File: src/rtl/dmem_responder.sv
// dmem_responder: word-organised data memory behind a valid/ready handshake.
// One access in flight at a time, answered after LATENCY wait cycles.
module dmem_responder #(
    parameter int DEPTH_LOG2 = 6,
    parameter int LATENCY    = 2
) (
    input  logic        clk,
    input  logic        reset,
    input  logic        req_valid,
    input  logic        req_we,
    input  logic [31:0] req_addr,
    input  logic [31:0] req_wdata,
    input  logic [3:0]  req_be,
    output logic        req_ready,
    output logic        resp_valid,
    output logic [31:0] resp_rdata,
    output logic        resp_err,
    output logic        stall
);

    localparam int         DEPTH = 1 << DEPTH_LOG2;
    localparam logic [3:0] LAT   = 4'(LATENCY);

    typedef enum logic [1:0] {
        IDLE,
        WAIT,
        RESP
    } state_t;

    state_t      state_q, state_d;
    logic [3:0]  cnt_q, cnt_d;
    logic        we_q, we_d;
    logic [31:0] addr_q, addr_d;
    logic [31:0] wdata_q, wdata_d;
    logic [3:0]  be_q, be_d;
    logic        rvalid_q, rvalid_d;
    logic [31:0] rdata_q, rdata_d;
    logic        err_q, err_d;

    logic [31:0] mem [DEPTH];

    logic                  accept;
    logic                  to_resp;
    logic                  cur_we;
    logic [31:0]           cur_addr;
    logic [31:0]           cur_wdata;
    logic [3:0]            cur_be;
    logic [31:0]           cur_hi;
    logic                  cur_err;
    logic [DEPTH_LOG2-1:0] cur_idx;
    logic                  mem_we;

    assign req_ready  = (state_q == IDLE) & reset;
    assign accept     = req_valid & req_ready;
    assign resp_valid = rvalid_q;
    assign resp_rdata = rdata_q;
    assign resp_err   = err_q;
    assign stall      = req_valid & ~rvalid_q;

    // With zero latency the access completes straight from the live inputs.
    assign cur_we    = (state_q == IDLE) ? req_we    : we_q;
    assign cur_addr  = (state_q == IDLE) ? req_addr  : addr_q;
    assign cur_wdata = (state_q == IDLE) ? req_wdata : wdata_q;
    assign cur_be    = (state_q == IDLE) ? req_be    : be_q;
    assign cur_hi    = cur_addr >> (DEPTH_LOG2 + 2);
    assign cur_err   = (cur_addr[1:0] != 2'b00) | (cur_hi != 32'd0);
    assign cur_idx   = cur_addr[DEPTH_LOG2+1:2];

    assign to_resp = (state_q == IDLE && accept && LAT == 4'd0)
                   | (state_q == WAIT && cnt_q <= 4'd1);
    assign mem_we  = reset & to_resp & cur_we & ~cur_err;

    // Next-state, request capture and response formation.
    always_comb begin
        state_d  = state_q;
        cnt_d    = cnt_q;
        we_d     = we_q;
        addr_d   = addr_q;
        wdata_d  = wdata_q;
        be_d     = be_q;
        rvalid_d = 1'b0;
        rdata_d  = 32'd0;
        err_d    = 1'b0;
        unique case (state_q)
            IDLE: begin
                if (accept) begin
                    we_d    = req_we;
                    addr_d  = req_addr;
                    wdata_d = req_wdata;
                    be_d    = req_be;
                    if (LAT == 4'd0) begin
                        state_d = RESP;
                    end else begin
                        state_d = WAIT;
                        cnt_d   = LAT;
                    end
                end
            end
            WAIT: begin
                cnt_d = cnt_q - 4'd1;
                if (cnt_q <= 4'd1) begin
                    state_d = RESP;
                    cnt_d   = 4'd0;
                end
            end
            RESP: begin
                state_d = IDLE;
                cnt_d   = 4'd0;
            end
            default: begin
                state_d = IDLE;
                cnt_d   = 4'd0;
            end
        endcase
        if (to_resp) begin
            rvalid_d = 1'b1;
            err_d    = cur_err;
            if (!cur_err && !cur_we) begin
                rdata_d = mem[cur_idx];
            end
        end
    end

    // Control FSM and registered response outputs.
    always_ff @(posedge clk or negedge reset) begin
        if (!reset) begin
            state_q  <= IDLE;
            cnt_q    <= 4'd0;
            we_q     <= 1'b0;
            addr_q   <= 32'd0;
            wdata_q  <= 32'd0;
            be_q     <= 4'd0;
            rvalid_q <= 1'b0;
            rdata_q  <= 32'd0;
            err_q    <= 1'b0;
        end else begin
            state_q  <= state_d;
            cnt_q    <= cnt_d;
            we_q     <= we_d;
            addr_q   <= addr_d;
            wdata_q  <= wdata_d;
            be_q     <= be_d;
            rvalid_q <= rvalid_d;
            rdata_q  <= rdata_d;
            err_q    <= err_d;
        end
    end

    // Storage array keeps its contents across reset; byte-lane writes.
    always_ff @(posedge clk) begin
        if (mem_we) begin
            for (int i = 0; i < 4; i++) begin
                if (cur_be[i]) begin
                    mem[cur_idx][8*i +: 8] <= cur_wdata[8*i +: 8];
                end
            end
        end
    end

endmodule

File: config.mk
export PLATFORM = sky130hd
export DESIGN_NAME = dmem_responder
export DESIGN_NICKNAME = d
export VERILOG_FILES = /design/src/rtl/dmem_responder.sv
export SDC_FILE = /design/constraint.sdc
export NUM_CORES = 2
export LEC_CHECK = 0
export BUFFER_PORTS_ARGS = -buffer_cell sky130_fd_sc_hd__clkbuf_2
export CAP_MARGIN = 20
export CORE_UTILIZATION = 55
export CTS_BUF_LIST = sky130_fd_sc_hd__clkbuf_8 sky130_fd_sc_hd__clkbuf_16
export DETAILED_ROUTE_END_ITERATION = 7
export PLACE_DENSITY_LB_ADDON = 0.15
export SYNTH_ARGS = -nofsm -noshare
export SYNTH_HDL_FRONTEND = slang
export SYNTH_SLANG_ARGS = --single-unit
File: constraint.sdc
create_clock -name clk -period 9.25 [get_ports clk]
set_clock_uncertainty 0.2 [all_clocks]
set_input_delay 1.85 -clock clk [delete_from_list [all_inputs] [get_ports clk]]
set_output_delay 1.85 -clock clk [all_outputs]
set_load 0.01 [all_outputs]
==> flow_summary.yaml <==
sta:
  fin_crit_ps: 5530
  final_max_slew_viol_count: 0
  tns_ps: 0
  rsz0062_at_grt: "no"
  setup_violations: 0
  hold_viol: 0
  relSlewSlack_pct: 16.0
  fmax_mhz: 181
  tightestPinTransition_ps: 1260
  holdWs_ps: 306
  fin_crit_sh_pct: 59.8
clock_network:
  cts_setup_buffers: 0
  cts_sinks: 2157
  clock_latency_ps: 840
  numCtsBuffers: 210
  clockBufferDepth: 3
  post_cts_resize_count: 0
  root_buffer: "clkbuf_16"
  clk_pin_slew_worst_paths_ps: 60
  ctsHoldBuffers: 0
  cts-htree-levels: 4
  cts_tree: "yes"
synth:
  synth_edf_count: 2048
  ys.flop_type: "edfxtp_1"
  synth-seq-cells: 2157
  synth_area_sq_mm: 0.0829
  netlist_instances: 5529
  ys_seq_area_share_pct: 77.5
  avgSynthCellArea_sq_um: 15.0
  synth_nets: 5603
  yosysWarnings: 0
  synth_cell_types: 78
  async_reset_ff_share_pct: 5.05
global_route:
  grt_pass1_wl_um: 384000
  grt_pass1_vias: 52600
  antenna_found_initial: 13
  grt_overflow_total: 0
  grt_max_degree: 113
  track_usage_pct: 35.4
worst_setup_path:
  path_common_cell: "buf_4"
  critPathKind: "in -> reg"
  cp_cell_sequence: "clkbuf_2 > buf_4 > inv_2 > nand2_4 > buf_4 > o22ai_1 > or4_1 > nor4_1 > o2111ai_1 > nor4b_1"
  cp.arrival_ps: 6030
  crit_start: "req_addr[4]"
  rrSetupSlack_ps: 4030
  crit_path_end_kind: "register"
  path_delay_family: "simple AND/OR/NAND/NOR gates"
  worstPathMaxFanout: 32
  cp-start-kind: "input pin"
  reg2reg_depth: 9
  max_stage_delay_ps: 600
  critPathSlowestCell: "nor4_1"
  r2r_start: "state_q[0]"
  path_buf_inv: 4
  timing.rr.end: "mem[26][21]"
  crit_required_ps: 9740
die:
  fp.dieW_um: 390
  rows: 142
  core_area_sq_mm: 0.150
  initial_core_util_pct: 55.4
  io_pins: 108
  die_area_sq_mm: 0.152
  die_y_um: 390
final_layout:
  fin_nets: 5827
  stdcell_count: 7957
  post-route-util_pct: 62.7
  synthToLayoutAreaGrowth_pct: 13.2
  fin_area_sq_mm: 0.0938
  mostFrequentLayoutCell: "edfxtp_1"
  drive_gt1_share_pct: 15.8
  final_cell_mix: "2048 x edfxtp_1, 589 x o22ai_1, 453 x a21oi_1"
power_and_ir_drop:
  leakagePower_nw: 30.9
  p_switching_mw: 10.8
  pwr-share-seq_pct: 42.4
  vdd_drop_max_v: 0.000419
  p_per_area_mw_per_mm2: 321
  p_comb_share_pct: 29.7
  clkPwrFrac_pct: 27.9
  p_sw_share_pct: 35.9
  cell_internal_pwr_mw: 19.3
worst_hold_path:
  holdPathEnd: "wdata_q[12]"
  min_path_type: "reg -> reg"
  whs_path_depth: 1
  min_from: "wdata_q[12]"
routing:
  wl_per_cell_um: 33.9
  finalWirelength_um: 270000
  via_per_inst: 6.93
  firstDrtPassIters: 7
  drcViolationCount: 0
  via_count: 55100
  drt_iter0_drc: 8035
  ant_nets: 0
placement:
  io_buffers: 107
  placed_area_sq_mm: 0.0869
  place_inst: 7550
  gp_congestion: 0.884
  hpwlAfterDp_um: 154000
status:
  status: "finished clean"
job:
  drv_cap: 0
state kept, by name, summed over array words and instances (netlist names):
signal / flops
state_q: 2
resp_err: 1
resp_rdata: 32
addr_q: 32
wdata_q: 32
be_q: 4
cnt_q: 4
mem: 2048
we_q: 1
resp_valid: 1
Yosys cell counts, types with 7 or more instances:
| cell type | count | area share (%) |
|---|---|---|
| nand2_1 | 458 | 2.1 |
| nand2b_1 | 7 | 0.053 |
| clkbuf_1 | 116 | 0.53 |
| a211oi_1 | 17 | 0.15 |
| buf_2 | 191 | 1.2 |
| buf_4 | 11 | 0.10 |
| or4_1 | 29 | 0.26 |
| a21oi_1 | 455 | 2.7 |
| nor2_1 | 393 | 1.8 |
| o22a_1 | 46 | 0.49 |
| or3_1 | 16 | 0.12 |
| a311oi_1 | 9 | 0.095 |
| o22ai_1 | 589 | 4.4 |
| nand3_1 | 61 | 0.37 |
| and2_1 | 7 | 0.053 |
| a31o_2 | 7 | 0.074 |
| nor2b_1 | 8 | 0.060 |
| mux2i_1 | 46 | 0.56 |
| o31ai_1 | 17 | 0.15 |
| a21o_1 | 9 | 0.082 |
| edfxtp_1 | 2048 | 74 |
| dfrtp_1 | 109 | 3.3 |
| o221ai_1 | 64 | 0.68 |
| o2111ai_1 | 11 | 0.12 |
| and3_1 | 14 | 0.11 |
| mux2_2 | 79 | 1.1 |
| buf_6 | 8 | 0.11 |
| buf_1 | 83 | 0.38 |
| o21ai_0 | 39 | 0.24 |
| a32oi_1 | 18 | 0.19 |
| nor4_1 | 114 | 0.86 |
| a31oi_1 | 81 | 0.61 |
| nor3_1 | 270 | 1.6 |
routing by layer:
layer  global-route usage, %  vias up  wire [um]
met2                    52.9     4441     121000
met5                       0        -         66
li1                        -    22400          -
met4                    15.5       10      13200
met3                    8.90      777      37000
met1                    49.5    27500      98600
through the flow:
stage	total power, mW	setup slack, ps
after floorplan	17.5	4520
after global placement	21.4	3280
after detailed placement	21.6	3150
after CTS	29.8	4020
after global routing	30.7	3860
final	30.1	3720
worst max-delay path by stage:
stage,cells after the start,endpoint,slack (ps)
2_1_floorplan,9,mem[14][0],4520
3_3_place_gp,9,resp_rdata[31],3280
3_5_place_dp,10,resp_rdata[13],3150
4_1_cts,10,resp_rdata[13],4020
5_1_grt,9,mem[26][21],3860
6_report,10,resp_rdata[13],3720
area by class of cell:
type / count / area [sq um]
Timing Repair Buffer: 421 / 3020
Clock inverter: 154 / 1080
Sequential cell: 2157 / 64200
Multi-Input combinational cell: 2959 / 17200
Inverter: 4 / 15.0
Fill cell: 10900 / 55800
Antenna cell: 7 / 17.5
Clock buffer: 239 / 5710
Tap cell: 2016 / 2520
power by group through the flow:
stage | combinational [mW] | sequential [mW] | clock [mW]
2_1_floorplan | 4.49 | 13.0 | 0
3_3_place_gp | 8.47 | 13.0 | 0
3_5_place_dp | 8.63 | 13.0 | 0
4_1_cts | 8.65 | 12.8 | 8.43
5_1_grt | 9.14 | 12.8 | 8.80
6_report | 8.93 | 12.8 | 8.40
logic make-up after synthesis:
kind of cell / Yosys count / share of synthesized area (%)
flops: 2157 / 77.5
compound gates: 1422 / 10.8
simple gates: 1410 / 7.73
buf+inv: 413 / 2.28
mux: 125 / 1.63
fa+ha+maj: 2 / 0.0302
(Power assumes the default switching activity.)
